File: src/rtl/intermediate_buffer.sv
// Layer-to-layer staging buffer: captures all neuron outputs in one cycle, then serialises them
// one word per clock. Define INTER_BUF_MSB_FIRST_EN to present the highest neuron slice first.
module intermediate_buffer #(
  parameter int unsigned NUM_NEURONS = 2,
  parameter int unsigned BIT_WIDTH   = 32,
  parameter int unsigned EXTRA_BITS  = 0
) (
  input  logic                                          clk,
  input  logic                                          rst,
  input  logic [NUM_NEURONS*(BIT_WIDTH+EXTRA_BITS)-1:0] layer_output,
  input  logic                                          inter_en,
  output logic [BIT_WIDTH+EXTRA_BITS-1:0]               shift_res,
  output logic                                          shift_valid,
  output logic                                          cap_ack
);

  localparam int unsigned W    = BIT_WIDTH + EXTRA_BITS;
  localparam int unsigned VecW = NUM_NEURONS * W;
  localparam int unsigned CntW = $clog2(NUM_NEURONS) + 1;

  if (NUM_NEURONS < 1 || (EXTRA_BITS != 0 && EXTRA_BITS != 2)) begin : gen_param_err
    $error("intermediate_buffer: illegal NUM_NEURONS or EXTRA_BITS");
  end

  typedef enum logic [0:0] {StIdle, StShift} state_e;

  state_e            state_q, state_d;
  logic [VecW-1:0]   buf_q, buf_d;
  logic [W-1:0]      res_q, res_d;
  logic              valid_q, valid_d;
  logic              ack_q, ack_d;
  logic [CntW-1:0]   cnt_q, cnt_d;

  logic              cap_eligible;
  logic              capture;
  logic [W-1:0]      cap_word;
  logic [W-1:0]      buf_word;
  logic [VecW-1:0]   cap_rest;
  logic [VecW-1:0]   buf_rest;

  // The buffer only holds the words not yet presented; the next word is always at one end.
`ifdef INTER_BUF_MSB_FIRST_EN
  assign cap_word = layer_output[VecW-1 -: W];
  assign buf_word = buf_q[VecW-1 -: W];
  assign cap_rest = layer_output << W;
  assign buf_rest = buf_q << W;
`else
  assign cap_word = layer_output[0 +: W];
  assign buf_word = buf_q[0 +: W];
  assign cap_rest = layer_output >> W;
  assign buf_rest = buf_q >> W;
`endif

  assign cap_eligible = (state_q == StIdle) || (cnt_q == '0);
  assign capture      = cap_eligible && inter_en;

  always_ff @(posedge clk or posedge rst) begin
    if (rst) begin
      state_q <= StIdle;
      buf_q   <= '0;
      res_q   <= '0;
      valid_q <= 1'b0;
      ack_q   <= 1'b0;
      cnt_q   <= '0;
    end else begin
      state_q <= state_d;
      buf_q   <= buf_d;
      res_q   <= res_d;
      valid_q <= valid_d;
      ack_q   <= ack_d;
      cnt_q   <= cnt_d;
    end
  end

  always_comb begin
    state_d = state_q;
    unique case (state_q)
      StIdle:  if (inter_en) state_d = StShift;
      StShift: if (cnt_q == '0 && !inter_en) state_d = StIdle;
      default: state_d = StIdle;
    endcase
  end

  always_comb begin
    buf_d   = buf_q;
    res_d   = res_q;
    valid_d = valid_q;
    ack_d   = 1'b0;
    cnt_d   = cnt_q;
    if (capture) begin
      buf_d   = cap_rest;
      res_d   = cap_word;
      valid_d = 1'b1;
      ack_d   = 1'b1;
      cnt_d   = CntW'(NUM_NEURONS - 1);
    end else if (state_q == StShift) begin
      if (cnt_q != '0) begin
        buf_d = buf_rest;
        res_d = buf_word;
        cnt_d = cnt_q - 1'b1;
      end else begin
        // Last word already shown and no new request: drop valid, hold the word.
        valid_d = 1'b0;
      end
    end
  end

  assign shift_res   = res_q;
  assign shift_valid = valid_q;
  assign cap_ack     = ack_q;

endmodule

File: config.mk
export PLATFORM = sky130hd
export DESIGN_NAME = intermediate_buffer
export DESIGN_NICKNAME = d
export VERILOG_FILES = /design/src/rtl/intermediate_buffer.sv
export SDC_FILE = /design/constraint.sdc
export NUM_CORES = 1
export LEC_CHECK = 0
export CAP_MARGIN = 20
export CORE_MARGIN = 5
export CORE_UTILIZATION = 49
export CTS_CLUSTER_SIZE = 10
export DETAILED_ROUTE_END_ITERATION = 10
export PLACE_DENSITY = 0.92
export SYNTH_ARGS = -nofsm -noshare
export SYNTH_HDL_FRONTEND = slang
export SYNTH_SLANG_ARGS = --single-unit
File: constraint.sdc
create_clock -name clk -period 5.2 [get_ports clk]
set_clock_uncertainty 0.1 [all_clocks]
set_input_delay 1.04 -clock clk [delete_from_list [all_inputs] [get_ports clk]]
set_output_delay 1.04 -clock clk [all_outputs]
set_load 0.005 [all_outputs]
Word level (Yosys, flattened, before mapping)
Index checks and enable logic that the tools add are counted.
{ "word_totals": {"register_bits": 101, "input_bits": 67, "word_cells": 35} }
{ "op_classes": {"addsub": 1, "n_eq_ne": 1, "mux": 16, "n_bitwise": 1, "reduce_logical": 10} }
{ "op_table": {"columns": ["operator", "count"], "rows": [
  ["64-bit two-way mux", 3],
  ["32-bit two-way mux", 3],
  ["1-bit two-way mux", 6],
  ["2-bit two-way mux", 3],
  ["2-bit nonzero test", 3],
  ["2-bit AND reduction", 2],
  ["1-bit logical AND", 2],
  ["2-bit logical NOT", 1],
  ["2-bit != test (second input constant)", 1],
  ["1-bit one-hot mux with 2 select lines", 1],
  ["2-bit by 1-bit subtractor with 2-bit output (second input constant)", 1],
  ["1-bit logical NOT", 1],
  ["1-bit logical OR", 1],
  ["1-bit inverter", 1]
]} }

Depth between registers and ports, before layout
{ "logic_depth": {"ltp_word": 5, "depth_mapped": 7} }

Worst setup path after synthesis
No wires, ideal clock.
{ "synth_timing": {"kind": "in2reg", "startpoint": "in inter_en", "endpoint": "reg res_q[0] (netlist: shift_res[0])", "arrival_ns": 1.582, "required_ns": 4.968, "path_slack_ns": 3.385, "cell_stages": 4, "path_buffers": 2, "cell_sequence": "buf_4 -> buf_6 -> mux2i_1 -> o21ai_1"} }
{ "synth_via": {"elab_chain_len": 3, "word_cells_on_any_way": 5} }
{ "synth_lines": {"columns": ["item", "line", "source"], "rows": [
  ["from (decl)", "11", "input logic inter_en,"],
  ["1-bit logical AND *", "55", "assign capture = cap_eligible && inter_en;"],
  ["2-bit nonzero test (no line)", null, null],
  ["2-bit AND reduction (no line)", null, null],
  ["to (signal assigned)", "68", "res_q <= res_d;"],
  ["to (decl)", "29", "logic [W-1:0] res_q, res_d;"]
]} }
Mark *: on every way between the ends. The rest lies on a longest branch, timed or not.
A chain may end at the register's enable or synchronous reset.

Final worst setup path
{ "layout_timing": {"startpoint": "reg cnt_q[0]", "endpoint": "reg res_q[16] (netlist: shift_res[16])"} }
{ "layout_via": {"elab_chain_len": 5, "word_cells_on_any_way": 8} }
{ "layout_lines": {"columns": ["item", "line", "source"], "rows": [
  ["from (decl)", "32", "logic [CntW-1:0] cnt_q, cnt_d;"],
  ["from (signal assigned)", "71", "cnt_q <= cnt_d;"],
  ["2-bit logical NOT", "54", "assign cap_eligible = (state_q == StIdle) || (cnt_q == '0);"],
  ["1-bit logical OR", "54", null],
  ["1-bit logical AND", "55", null],
  ["2-bit nonzero test (no line)", null, null],
  ["2-bit AND reduction (no line)", null, null]
]} }
Parallel ways exist; a longest one is shown, timed or not.

==> run_results.csv <==
group,metric,value,unit
outcome,status,"finished clean",
worst_setup_path,startpoint,"cnt_q[0]",
worst_setup_path,r2r_slack,2.79,ns
die,rows,28,
grt,grt_usage,17.8,%
finish,stdcell_area,0.00419,mm2
min_path,holdPathStages,1,
timing,finalSetupViolCount,0,
clocking,post_cts_buffers,0,
min_path,hold_path.startpoint,"state_q",
die,chipHeight,88.5,um
worst_setup_path,crit_fanout,54,
clocking,cts_buffers,9,
worst_setup_path,worst_ep_arrival_time,2.56,ns
die,initial_core_util,50.8,%
detailed_routing,vias,2175,
place,place_congestion,0.713,
clocking,cts_sinks,69,
power_and_ir_drop,p_leak,1.96,nW
grt,grt_start_max_net_pins,71,
worst_setup_path,rr_endpoint,"shift_res[16]",
job,max-cap-violations,0,
detailed_routing,wl_met2,3210,um
timing,slew_headroom,26.0,%
yosys,async_reset_ff_share,100,%
clocking,insertion_delay,0.32,ns
min_path,hold-path-endpoint,"shift_valid",
worst_setup_path,critPathSlowestCell,"nor2b_4",
clocking,cts_root_buf,"clkbuf_8",
detailed_routing,drt_first_pass_iters,4,
worst_setup_path,start_kind,"register",
detailed_routing,post_drt_wl_per_cell,15.0,um
detailed_routing,met3_wirelength,430,um
grt,grt_pass1_wl,10700,um
timing,rsz0062_at_grt,"no",
yosys,synthCells,262,
grt,grt_pass1_vias,2245,
timing,hold_viol_final,0,
min_path,worst_hold_path_type,"register to register",
place,place_area,0.00397,mm2
timing,hold-worst-slack,0.354,ns
power_and_ir_drop,power_density,469,mW/mm2
worst_setup_path,r2r_cells,6,
yosys,ys_seq_area_share,57.1,%
worst_setup_path,cp.required,5.35,ns
worst_setup_path,crit_type,"register to register",
die,design.die.area,0.00784,mm2
timing,min_period,2.41,ns
yosys,synth-seq-cells,69,
yosys,ys.flop_type,"dfrtp_1",
detailed_routing,drc,0,
clocking,tritoncts,"built",
yosys,yosys-top-cells-count,"dfrtp_1, mux2i_1, nor2_1, nand2_1, o21ai_1",
power_and_ir_drop,vdd.ir_drop.worst,0.000253,V
yosys,ys_top_cells_by_area,"dfrtp_1, mux2i_1, o21ai_1",
place,dp.cells,420,
finish,syn2layout_area_growth,38.5,%
yosys,syn_nets,330,
grt,grt_overflow,0,
clocking,postCtsHoldBufs,0,
worst_setup_path,max_stage_delay,0.78,ns
worst_setup_path,worstPathCellList,"inv_1 -> ha_1 -> nor2b_4 -> buf_4 -> nand2_1 -> o21ai_1",
timing,fmax,414,MHz
place,numPortBuffers,100,
finish,diodes,0,
yosys,yosysUniqueCellTypes,18,
die,coreArea,0.00596,mm2
timing,drv_slew,0,
worst_setup_path,end_kind,"register",
grt,antenna_found_initial,0,
finish,drive_above_1_share,5.56,%
finish,layout.nets,424,
detailed_routing,drt_wl_total,6540,um
worst_setup_path,r2r-start,"cnt_q[0]",
detailed_routing,ant_nets,0,
clocking,path_clk_slew,0.07,ns
clocking,clockBufferDepth,2,
clocking,cts.repair.resized,0,
detailed_routing,wl_met1,2800,um
yosys,synth_top_cell_by_area,"dfrtp_1",
yosys,syn_area,0.00302,mm2
power_and_ir_drop,total_power,0.00196,W
timing,finalCritPeriodShare,46.4,%
detailed_routing,dr.max_layer_used,"met4",
place,dp_hpwl,4610,um
timing,setup_tns,0,ns
detailed_routing,viasPerCell,5.00,
yosys,synth_edf_count,0,
finish,fill_cells,489,
detailed_routing,drtIter0Drc,52,
finish,fin_cells,435,
yosys,synthDominantCellAreaShare,57.1,%
yosys,post-synth-top-count-cell,"dfrtp_1",
clocking,htreeDepth,3,
die,io_pins,101,
yosys,syn_avg_cell_area,11.5,um2
die,die_w,88.5,um
timing,tightest_slew,1.11,ns
yosys,yosys_warnings,0,
[cell usage in the layout, fill, tap and decap left out, types with 2 or more instances in the layout]
cell,count
o21ai_1,32
mux2i_1,65
a21oi_1,2
dfrtp_1,69
clkbuf_8,10
nor2_1,33
clkdlybuf4s50_1,99
bufinv_16,2
buf_4,3
nand2_1,32
inv_1,2
[power breakdown]
group	internal (W)	leakage, nW	switching (W)
Clock	0.000280	0.105	0.000191
Combinational	0.000346	0.948	0.000329
Sequential	0.000719	0.905	0.0000966
Total	0.00134	1.96	0.000617
[sequential cells by signal (all words and copies together), names as in the netlist]
register	count
shift_res	32
shift_valid	1
buf_q	32
cnt_q	2
state_q	1
cap_ack	1
[how the worst max path moves through the flow]
stage	to	slack [ns]	cells after the start
finish	shift_res[16]	2.79	6
global route	shift_res[25]	2.55	5
CTS	shift_res[17]	2.74	5
detailed placement	buf_q[26]	2.61	3
global placement	buf_q[24]	2.65	3
floorplan	buf_q[0]	2.32	1
[layer usage]
metal / vias up / global-route usage [%]
met5: - / 0
met4: 0 / 6.87
met3: 15 / 3.54
met2: 64 / 29.3
met1: 1030 / 23.3
li1: 1066 / -
[cell type report]
class                      count  area [um2]  area share (%)
tap                           75        93.8            2.24
clock inverter                 4        72.6            1.73
timing repair buffer         102        1010            24.2
clock buffer                  11         141            3.38
sequential                    69        1730            41.2
multi-input combinational    171        1130            26.9
inverter                       3        11.3           0.269
[critical path, delay by kind of cell, from the launching register on]
family	cells	cell delay, ns
simple gates	2	0.89
flops	1	0.37
buf+inv	2	0.61
fa+ha+maj	1	0.24
compound gates	1	0.10
[cell families after synthesis]
logic type / after synthesis / synth area share [%]
fa+ha+maj: 1 / 0.414
buf+inv: 22 / 5.59
mux: 65 / 21.5
compound gates: 35 / 6.04
simple gates: 70 / 9.31
flops: 69 / 57.1
[stage by stage]
stage	setup slack (ns)	utilization (%)
after global routing	2.55	70.3
final	2.79	70.3
after floorplan	2.32	-
after detailed placement	2.61	66.7
after global placement	2.65	66.7
after CTS	2.74	70.3
No activity file was read; power rests on OpenSTA's default activity.
